<file path="config.mk">
export PLATFORM = sky130hd
export DESIGN_NAME = ddr_sa_2ph_offset_cal
export DESIGN_NICKNAME = d
export VERILOG_FILES = /design/src/rtl/ddr_sa_cal_pkg.sv /design/src/rtl/ddr_sa_cal_phase.sv /design/src/rtl/ddr_sa_2ph_offset_cal.sv
export SDC_FILE = /design/constraint.sdc
export NUM_CORES = 1
export LEC_CHECK = 0
export CAP_MARGIN = 20
export CORE_UTILIZATION = 55
export DETAILED_ROUTE_END_ITERATION = 16
export PLACE_DENSITY = 0.78
export SYNTH_ARGS = -nofsm -noshare
export SYNTH_HDL_FRONTEND = slang
export SYNTH_SLANG_ARGS = --single-unit
</file>
<file path="constraint.sdc">
create_clock -name i_clk -period 2.5 [get_ports i_clk]
set_input_delay 0.75 -clock i_clk [delete_from_list [all_inputs] [get_ports i_clk]]
set_output_delay 0.75 -clock i_clk [all_outputs]
set_load 0.05 [all_outputs]
</file>
<file path="src/rtl/ddr_sa_cal_pkg.sv">
// Shared types and trim mapping for the 2-phase sense-amp offset calibration engine.
package ddr_sa_cal_pkg;

  typedef enum logic [2:0] {
    ST_IDLE,
    ST_SETTLE,
    ST_SAMPLE,
    ST_EVAL,
    ST_DONE
  } cal_state_e;

  localparam logic        ZERO_TRIM_DIR  = 1'b0;
  localparam int unsigned ZERO_TRIM_CODE = 0;

  // Sweep runs from the most negative trim (dir=1, code=N-1) up to the most positive.
  function automatic logic trim_dir(input int unsigned idx, input int unsigned n);
    return (idx < n);
  endfunction

  function automatic int unsigned trim_code(input int unsigned idx, input int unsigned n);
    return (idx < n) ? (n - 1 - idx) : (idx - n);
  endfunction

endpackage

</file>
<file path="src/rtl/ddr_sa_cal_phase.sv">
// Per-phase slice: input synchronizer, majority vote, reference/lock tracking and held trim.
module ddr_sa_cal_phase
  import ddr_sa_cal_pkg::*;
#(
  parameter int CAL_W   = 4,
  parameter int NSAMP_W = 3
) (
  input  logic             i_clk,
  input  logic             i_rst,
  input  logic             i_sa_data,
  input  logic             i_start,
  input  logic             i_track,
  input  logic             i_clr_votes,
  input  logic             i_sample,
  input  logic             i_eval,
  input  logic             i_first,
  input  logic             i_finish,
  input  logic             i_trim_dir,
  input  logic [CAL_W-1:0] i_trim_code,
  output logic             o_lock_d,
  output logic             o_dir,
  output logic [CAL_W-1:0] o_code,
  output logic             o_err
);

  localparam logic [NSAMP_W:0] HALF = (NSAMP_W+1)'(2**(NSAMP_W-1));

  logic               sync1_q, sync2_q;
  logic [NSAMP_W:0]   ones_q, ones_d;
  logic               ref_q, ref_d;
  logic               lock_q, lock_d;
  logic               err_q, err_d;
  logic               dir_q, dir_d;
  logic [CAL_W-1:0]   code_q, code_d;
  logic               maj;

  always_ff @(posedge i_clk) begin
    sync1_q <= i_sa_data;
    sync2_q <= sync1_q;
    ones_q  <= ones_d;
  end

  // A tie is not a majority, so it resolves to 0.
  assign maj = (ones_q > HALF);

  always_comb begin
    ones_d = ones_q;
    ref_d  = ref_q;
    lock_d = lock_q;
    err_d  = err_q;
    dir_d  = dir_q;
    code_d = code_q;
    if (i_start) begin
      ref_d  = 1'b0;
      lock_d = 1'b0;
      err_d  = 1'b0;
    end
    if (i_clr_votes) begin
      ones_d = '0;
    end else if (i_sample && sync2_q) begin
      ones_d = ones_q + 1'b1;
    end
    if (i_eval) begin
      if (i_first) begin
        ref_d = maj;
      end else if (!lock_q && (maj != ref_q)) begin
        lock_d = 1'b1;
      end
    end
    if (i_track && !lock_q) begin
      dir_d  = i_trim_dir;
      code_d = i_trim_code;
    end
    if (i_finish && !lock_q) begin
      err_d  = 1'b1;
      dir_d  = ZERO_TRIM_DIR;
      code_d = CAL_W'(ZERO_TRIM_CODE);
    end
  end

  always_ff @(posedge i_clk) begin
    if (i_rst) begin
      ref_q  <= 1'b0;
      lock_q <= 1'b0;
      err_q  <= 1'b0;
      dir_q  <= 1'b0;
      code_q <= '0;
    end else begin
      ref_q  <= ref_d;
      lock_q <= lock_d;
      err_q  <= err_d;
      dir_q  <= dir_d;
      code_q <= code_d;
    end
  end

  assign o_lock_d = lock_d;
  assign o_dir    = dir_q;
  assign o_code   = code_q;
  assign o_err    = err_q;

endmodule

</file>
<file path="src/rtl/ddr_sa_2ph_offset_cal.sv">
// Offset-calibration engine for the 2-phase sense amp: shared sweep FSM, index and settle timer.
module ddr_sa_2ph_offset_cal
  import ddr_sa_cal_pkg::*;
#(
  parameter int CAL_W    = 4,
  parameter int NSAMP_W  = 3,
  parameter int SETTLE_W = 8
) (
  input  logic                i_clk,
  input  logic                i_rst,
  input  logic                i_cal_start,
  input  logic [SETTLE_W-1:0] i_settle_cnt,
  input  logic                i_sa_data_0,
  input  logic                i_sa_data_180,
  output logic                o_sa_cal_en,
  output logic [CAL_W-1:0]    o_cal_code_0,
  output logic                o_cal_dir_0,
  output logic [CAL_W-1:0]    o_cal_code_180,
  output logic                o_cal_dir_180,
  output logic                o_busy,
  output logic                o_done,
  output logic                o_err_0,
  output logic                o_err_180
);

  localparam int unsigned      N         = 2**CAL_W;
  localparam logic [CAL_W:0]   IDX_LAST  = (CAL_W+1)'(2*N-1);
  localparam logic [NSAMP_W-1:0] SAMP_LAST = '1;

  cal_state_e          state_q, state_d;
  logic [CAL_W:0]      idx_q, idx_d;
  logic [SETTLE_W-1:0] settle_q, settle_d, settle_load;
  logic [NSAMP_W-1:0]  samp_q, samp_d;
  logic                busy_q, busy_d, done_q, done_d;
  logic                start, clr_votes, sample, eval, finish, track;
  logic                lock0_d, lock180_d;
  logic                trim_dir_w;
  logic [CAL_W-1:0]    trim_code_w;

  assign settle_load = (i_settle_cnt == '0) ? SETTLE_W'(1) : i_settle_cnt;
  assign trim_dir_w  = trim_dir(32'(idx_q), N);
  assign trim_code_w = CAL_W'(trim_code(32'(idx_q), N));
  assign track       = (state_q == ST_SETTLE) || (state_q == ST_SAMPLE) || (state_q == ST_EVAL);

  always_comb begin
    state_d   = state_q;
    idx_d     = idx_q;
    settle_d  = settle_q;
    samp_d    = samp_q;
    busy_d    = busy_q;
    done_d    = done_q;
    start     = 1'b0;
    clr_votes = 1'b0;
    sample    = 1'b0;
    eval      = 1'b0;
    finish    = 1'b0;
    case (state_q)
      ST_IDLE: begin
        if (i_cal_start) begin
          state_d  = ST_SETTLE;
          start    = 1'b1;
          idx_d    = '0;
          busy_d   = 1'b1;
          done_d   = 1'b0;
          settle_d = settle_load;
        end
      end
      ST_SETTLE: begin
        if (settle_q <= SETTLE_W'(1)) begin
          state_d   = ST_SAMPLE;
          clr_votes = 1'b1;
          samp_d    = '0;
        end else begin
          settle_d = settle_q - 1'b1;
        end
      end
      ST_SAMPLE: begin
        sample = 1'b1;
        samp_d = samp_q + 1'b1;
        if (samp_q == SAMP_LAST) state_d = ST_EVAL;
      end
      ST_EVAL: begin
        eval = 1'b1;
        if ((lock0_d && lock180_d) || (idx_q == IDX_LAST)) begin
          state_d = ST_DONE;
        end else begin
          idx_d    = idx_q + 1'b1;
          settle_d = settle_load;
          state_d  = ST_SETTLE;
        end
      end
      ST_DONE: begin
        finish  = 1'b1;
        busy_d  = 1'b0;
        done_d  = 1'b1;
        state_d = ST_IDLE;
      end
      default: state_d = ST_IDLE;
    endcase
  end

  always_ff @(posedge i_clk) begin
    if (i_rst) begin
      state_q  <= ST_IDLE;
      idx_q    <= '0;
      settle_q <= '0;
      samp_q   <= '0;
      busy_q   <= 1'b0;
      done_q   <= 1'b0;
    end else begin
      state_q  <= state_d;
      idx_q    <= idx_d;
      settle_q <= settle_d;
      samp_q   <= samp_d;
      busy_q   <= busy_d;
      done_q   <= done_d;
    end
  end

  ddr_sa_cal_phase #(.CAL_W(CAL_W), .NSAMP_W(NSAMP_W)) u_phase_0 (
    .i_clk       (i_clk),
    .i_rst       (i_rst),
    .i_sa_data   (i_sa_data_0),
    .i_start     (start),
    .i_track     (track),
    .i_clr_votes (clr_votes),
    .i_sample    (sample),
    .i_eval      (eval),
    .i_first     (idx_q == '0),
    .i_finish    (finish),
    .i_trim_dir  (trim_dir_w),
    .i_trim_code (trim_code_w),
    .o_lock_d    (lock0_d),
    .o_dir       (o_cal_dir_0),
    .o_code      (o_cal_code_0),
    .o_err       (o_err_0)
  );

  ddr_sa_cal_phase #(.CAL_W(CAL_W), .NSAMP_W(NSAMP_W)) u_phase_180 (
    .i_clk       (i_clk),
    .i_rst       (i_rst),
    .i_sa_data   (i_sa_data_180),
    .i_start     (start),
    .i_track     (track),
    .i_clr_votes (clr_votes),
    .i_sample    (sample),
    .i_eval      (eval),
    .i_first     (idx_q == '0),
    .i_finish    (finish),
    .i_trim_dir  (trim_dir_w),
    .i_trim_code (trim_code_w),
    .o_lock_d    (lock180_d),
    .o_dir       (o_cal_dir_180),
    .o_code      (o_cal_code_180),
    .o_err       (o_err_180)
  );

  assign o_sa_cal_en = busy_q;
  assign o_busy      = busy_q;
  assign o_done      = done_q;

endmodule

</file>
==> out/qor.csv, run 1 <==
stage,metric,value,unit
outcome,outcome,"complete, no violations",
layout,final_common_cell,dfxtp_1,
clock_tree,clk_path_buf_depth,2,
worst_hold_path,hold_path.class,reg2reg,
timing,setup_viol,0,
layout,ff_latch_area,980.9,um^2
route,avgViaCountPerCell,5.833,
grt,grt_pass1_vias,2053,
power,p_per_area,812.0,nW/um^2
placement,gp_congestion,0.8022,
flow_run,drv_cap,0,
route,drtIter0Drc,150,
layout,final_area,3010,um^2
clock_tree,clock_sinks,49,
worst_hold_path,worstHoldStart,u_phase_0.sync1_q,
layout,layout_common_cells,"dfxtp_1, nor2_1, clkdlybuf4s50_1, inv_1, nand2_1",
yosys,synth.distinct_cells,56,
yosys,async_flop_share,0,
setup_path,crit_slowest_cell,dfxtp_1,
grt,grt_usage,0.2310,
setup_path,cpPeakStageDelay,450,ps
yosys,syn_area_per_cell,8.676,um^2
setup_path,startpoint_type,register,
route,vias,2199,
setup_path,worstPathRequired,2700,ps
grt,grt_pass1_wl,9.073,mm
timing,setup_slack,257.0,ps
setup_path,path_cells,inv_1 -> ha_1 -> nor4b_4 -> nor3_1 -> a32o_2 -> a211oi_4 -> buf_4 -> and3_1 -> a311o_1,
clock_tree,cts_tree,yes,
grt,grt_max_degree,39,
route,wl_met1,2.437,mm
clock_tree,cts-htree-levels,2,
power,p_leak,0.001176,uW
yosys,synth_flop_cell,dfxtp_1,
setup_path,crit_type,reg2reg,
timing,fin_skew,5.788,ps
clock_tree,cts-buffers-inserted,5,
route,dr_wl_met3,203,um
placement,placedInstanceArea,2895,um^2
grt,grt_overflow,0,
layout,antenna_cells,0,
yosys,yosysWarnings,0,
floorplan,num_io_pins,28,
timing,final_hold_viol_count,0,
setup_path,reg2reg_to,idx_q[2],
yosys,syn_nets,311,
placement,placed_cells,369,
clock_tree,clk_pin_slew,90,ps
timing,post-route-min-period,2243,ps
clock_tree,cts_root_buffer,clkbuf_8,
floorplan,coreArea,4354,um^2
layout,fin_cells,377,
placement,dp_hpwl,3.783,mm
layout,layout-drive-gt1-share,0.1108,
timing,grt_setup_unrepaired,no,
setup_path,worstPathArrival,2440,ps
layout,final_nets,348,
route,drtPass1Iterations,4,
worst_hold_path,min_to,u_phase_0.sync2_q,
grt,antenna_found_initial,0,
route,drt_wl_total,5.146,mm
route,drcViolationCount,0,
setup_path,crit_buf_inv,2,
layout,area_growth,20.90,%
route,maxUsedRoutingLayer,met4,
floorplan,rows,24,
setup_path,crit_start,idx_q[0],
timing,worst_pin_slew,547.5,ps
timing,maxSlewHeadroom,0.6337,
yosys,ys_seq_elements,49,
route,ant_nets,0,
power,ir_worst_vdd,0.5545,mV
setup_path,reg2regPathDepth,9,
clock_tree,hold_buffers,0,
yosys,synth_edf_count,0,
setup_path,critPathTopFamily,compound AO/OA/AOI/OAI gates,
timing,max_freq,445.8,MHz
route,wl_per_cell,13.65,um
timing,drv_slew,0,
setup_path,path_max_fanout,6,
yosys,synthCells,287,
floorplan,start_util,0.5718,
layout,multiInputGateArea,1379,um^2
floorplan,fp.dieW,69.29,um
timing,fin_tns_setup,0,ps
worst_hold_path,holdPathStages,0,
floorplan,die_height,69.29,um
placement,post-place-ws,7.706,ps
layout,fill_cells,330,
setup_path,r2r_slack,260,ps
clock_tree,clock_latency,310,ps
floorplan,die-area,4800,um^2
yosys,synth_area,2490,um^2
placement,numPortBuffers,27,
route,route.met2.wl,2.410,mm
timing,period_share,0.8972,
setup_path,r2r_start,idx_q[0],
clock_tree,post_cts_buffers,0,
yosys,ys_seq_area_frac,0.3940,
clock_tree,post_cts_resized,0,
setup_path,cp-end-kind,register,
area by class of cell:
type                       instances  area share
inverter                          18     0.02244
sequential                        49      0.3259
clock buffer                       5     0.02286
multi-input combinational        207      0.4580
clock inverter                     3     0.01538
timing repair buffer              43      0.1338
tap                               52     0.02161
stage by stage:
step / total power, uW / util / hold slack, ps
after floorplan: 1591 / - / 309.6
after global placement: 1857 / 0.6649 / 312.2
after detailed placement: 1881 / 0.6649 / 318.7
after CTS: 2451 / 0.6914 / 340.1
after global routing: 2588 / 0.6914 / 349.9
final: 2444 / 0.6914 / 337.5
per-layer routing:
layer | up-vias | global-route usage
met4 | 0 | 0.09977
met2 | 43 | 0.3603
li1 | 1098 | -
met5 | - | 0
met1 | 1048 | 0.3130
met3 | 10 | 0.04215
how the worst max path moves through the flow:
| stage | slack [ps] | cells after the start | to |
|---|---|---|---|
| final | 260 | 9 | idx_q[2] |
| after floorplan | 510 | 5 | idx_q[0] |
| after detailed placement | 8 | 6 | idx_q[0] |
| after global routing | 120 | 9 | settle_q[7] |
| after CTS | 260 | 1 | o_busy |
| after global placement | 30 | 6 | idx_q[0] |
worst reg2reg max path: stages (launching register included):
cell and delay (ps):
dfxtp_1 450, inv_1 70, ha_1 190, nor4b_4 130, nor3_1 240, a32o_2 340
a211oi_4 100, buf_4 160, and3_1 150, a311o_1 300
cells by family after synthesis:
group / count (synthesis) / synth area share
AOI/OAI and AO/OA: 61 / 0.1854
xor gates and xnor gates: 8 / 0.02814
adders and majority gates: 11 / 0.05528
buffers and inverters: 31 / 0.05226
DFF: 49 / 0.3940
muxes: 13 / 0.05226
and+or+nand+nor: 114 / 0.2327
registers in the layout, summed over array words and instances (netlist names), 3 cells and up:
register and count:
u_phase_180.o_code 4, idx_q 5, settle_q 8, state_q 3, u_phase_0.o_code 4, samp_q 3
u_phase_0.ones_q 4, u_phase_180.ones_q 4
cell usage after synthesis (3+ instances only):
cell / instances / area (um^2)
clkbuf_1: 8 / 30.03
nor2b_1: 5 / 31.28
dfxtp_1: 49 / 980.9
or3_1: 5 / 31.28
nor3b_1: 3 / 22.52
nand3_1: 13 / 65.06
nor3_1: 15 / 75.07
mux2i_1: 13 / 130.1
a21oi_1: 14 / 70.07
nand2b_1: 3 / 18.77
nand2_1: 16 / 60.06
o311ai_0: 4 / 35.03
o21ai_0: 12 / 60.06
nor2_1: 38 / 142.6
ha_1: 11 / 137.6
inv_1: 18 / 67.56
o311ai_1: 5 / 43.79
and3_1: 3 / 18.77
xnor2_1: 6 / 52.55
where the power goes:
group | total [uW] | leakage (uW) | internal [uW] | switching, uW
Combinational | 865 | 0.000720 | 361 | 504
Sequential | 1000 | 0.000402 | 896 | 108
Clock | 575 | 0.0000543 | 299 | 276
Note: power is estimated with default switching activity, not from simulation.
==> inputs of run 2 (changes only) <==
--- a/config.mk
+++ b/config.mk
@@ -6,9 +6,10 @@
 export NUM_CORES = 1
 export LEC_CHECK = 0
 export CAP_MARGIN = 20
-export CORE_UTILIZATION = 55
+export CORE_UTILIZATION = 50
 export DETAILED_ROUTE_END_ITERATION = 16
-export PLACE_DENSITY = 0.78
+export PLACE_DENSITY = 0.75
+export SLEW_MARGIN = 20
 export SYNTH_ARGS = -nofsm -noshare
 export SYNTH_HDL_FRONTEND = slang
 export SYNTH_SLANG_ARGS = --single-unit
==> constraint.sdc (replaced) <==
create_clock -name i_clk -period 2 [get_ports i_clk]
set_input_delay 0.6 -clock i_clk [delete_from_list [all_inputs] [get_ports i_clk]]
set_output_delay 0.6 -clock i_clk [all_outputs]
set_load 0.05 [all_outputs]
==> run 2 against run 1 <==
Against the previous run:
- the run now ends with negative setup slack left
- critical path depth shrank 1
- clock power rose by 19%
- sequential cell count did not move
- via count up 3.3%
- die area up 9.7%
- count of clock-buffer cells in the layout stayed put
- sequential power is 24% higher
- largest cell class unchanged
==> out/qor.csv, run 2 (synthesis gave the netlist of run 1 again) <==
stage,metric,value,unit,change
timing,fin_skew,6.568,ps,+0.7793 ps
route,drtPass1Iterations,4,,unchanged
route,drtIter0Drc,86,,-43%
layout,final_util,0.6966,,+0.005200
grt,grt_pass1_vias,2110,,+2.8%
setup_path,cpPeakStageDelay,350,ps,-100 ps
grt,grt_usage,0.2223,,-0.008744
setup_path,cp-end-kind,register,,
timing,max_freq,491.1,MHz,+10%
worst_hold_path,worstHoldStart,u_phase_180.sync1_q,,
placement,gp_congestion,0.8345,,+4.0%
setup_path,startpoint_type,register,,
layout,largest_register_ffs,8,,unchanged
power,ir_worst_vdd,0.6836,mV,+23%
layout,regMostFlops,settle_q,,
placement,post-place-ws,-389.8,ps,-397.5 ps
floorplan,rows,25,,+4.2%
layout,reg_top3,"settle_q: 8 flops, idx_q: 5 flops",,
timing,worst_pin_slew,587.3,ps,+39.79 ps
clock_tree,cts-htree-levels,2,,unchanged
setup_path,worstPathArrival,2240,ps,-200 ps
power,p_per_area,982.9,nW/um^2,+21%
grt,grt_max_degree,24,,-38%
worst_hold_path,hold_path.class,reg2reg,,
route,drcViolationCount,0,,unchanged
layout,ff_latch_area,989.7,um^2,+0.89%
placement,dp_hpwl,3.975,mm,+5.1%
floorplan,start_util,0.5237,,-0.04815
setup_path,worstPathRequired,2200,ps,-500 ps
clock_tree,cts_root_buffer,clkbuf_8,,
flow_run,drv_cap,0,,unchanged
outcome,violations,negative setup slack,,
setup_path,path_depth,8,,-1
placement,numPortBuffers,27,,unchanged
route,wl_per_cell,13.59,um,-0.41%
timing,period_share,1.018,,+0.1209
floorplan,fp.dieW,72.57,um,+4.7%
timing,post-route-min-period,2036,ps,-206.7 ps
setup_path,reg2regPathDepth,8,,-1
timing,fin_tns_setup,-92.99,ps,-92.99 ps
placement,placed_cells,410,,+11%
clock_tree,clock_latency,310,ps,about the same
clock_tree,cts_tree,yes,,
layout,fill_cells,392,,+19%
timing,setup_viol,6,,+6
setup_path,critPathTopFamily,compound AO/OA/AOI/OAI gates,,
setup_path,crit_type,reg2reg,,
layout,final_common_cell,buf_4,,
timing,drv_slew,0,,unchanged
grt,grt_overflow,0,,unchanged
clock_tree,clk_pin_slew,90,ps,about the same
route,avgViaCountPerCell,5.433,,-6.9%
clock_tree,cts-buffers-inserted,5,,unchanged
timing,setup_slack,-36.32,ps,-293.3 ps
timing,maxSlewHeadroom,0.6035,,-0.03014
layout,layout_common_cells,"buf_4, dfxtp_1, nor2_1, nand2_1",,
setup_path,crit_buf_inv,1,,-1
setup_path,r2r_start,u_phase_0.ones_q[1],,
setup_path,path_cells,inv_2 -> ha_4 -> nor2b_2 -> or3_1 -> a32o_2 -> a211oi_4 -> nand2_1 -> a311o_1,,
setup_path,crit_slowest_cell,or3_1,,
layout,area_growth,33.02,%,
timing,grt_setup_unrepaired,yes,,
grt,antenna_found_initial,0,,unchanged
floorplan,die_height,72.57,um,+4.7%
layout,final_nets,375,,+7.8%
route,drt_wl_total,5.682,mm,+10%
floorplan,die-area,5266,um^2,+9.7%
layout,antenna_cells,0,,unchanged
setup_path,path_max_fanout,5,,-1
setup_path,crit_start,u_phase_0.ones_q[1],,
floorplan,coreArea,4755,um^2,+9.2%
power,p_total,3255,uW,+33%
worst_hold_path,holdPathStages,0,,unchanged
clock_tree,clock_sinks,49,,unchanged
floorplan,num_io_pins,28,,unchanged
grt,grt_pass1_wl,9.121,mm,+0.53%
layout,layout-drive-gt1-share,0.2934,,+0.1827
power,p_leak,0.001364,uW,+16%
route,vias,2271,,+3.3%
layout,multiInputGateArea,1496,um^2,+8.5%
clock_tree,clk_path_buf_depth,2,,unchanged
layout,fin_cells,418,,+11%
route,ant_nets,0,,unchanged
outcome,outcome,"complete, but fails checks",,
timing,final_hold_viol_count,0,,unchanged
-- run 2: cell types whose count changed in the layout (fill, tap and decap cells not counted), moves of 3 or more --
cell             previous run  this run
inv_2                       0         5
dfxtp_1                    49        42
ha_1                       11         7
clkdlybuf4s50_1            27        11
inv_1                      18        13
buf_4                      15        56
dfxtp_2                     0         7
ha_4                        0         3
-- run 2: worst reg2reg max path, cell delays in order, from the launching register on --
cell and delay (ps):
dfxtp_2 330, inv_2 60, ha_4 130, nor2b_2 40, or3_1 350, a32o_2 320, a211oi_4 310, nand2_1 90
a311o_1 300
-- run 2: final timing paths --
path	to	slack (ps)
max	idx_q[2]	-40
min	u_phase_180.sync2_q	330
max reg2reg	idx_q[2]	-40
min reg2reg	u_phase_180.sync2_q	330
-- run 2: cell type report --
type,count,share of cell area
clock buffer,5,0.02078
clock inverter,2,0.01058
inverter,18,0.02040
multi-input combinational,207,0.4518
sequential,49,0.2988
tap,67,0.02531
timing repair buffer,70,0.1723
-- run 2: per-stage QoR --
step,cell area (um^2),hold WS (ps)
after floorplan,2490,309.6
after global placement,3072,311.9
after detailed placement,3072,315.3
after CTS,3184,336.1
after global routing,3312,350.4
final,3312,334.4
-- run 2: timing repair --
action                                  CTS  global route
pin swaps                                 6            10
setup buffers                             0             1
endpoints found under the setup margin   12            14
gates resized for setup                   3            34
hold buffers                              0             0
cloned                                    0             0
-- run 2: report_power, final --
group	total (uW)	leakage, uW	internal [uW]	switching, uW
Combinational	1330	0.000906	588	741
Sequential	1240	0.000405	1130	112
Clock	687	0.0000540	364	323
-- run 2: per-layer routing --
layer,global-route usage,wire length [um]
met5,0,0
met4,0.09150,100
met3,0.03889,179
met2,0.3624,2739
met1,0.2905,2662
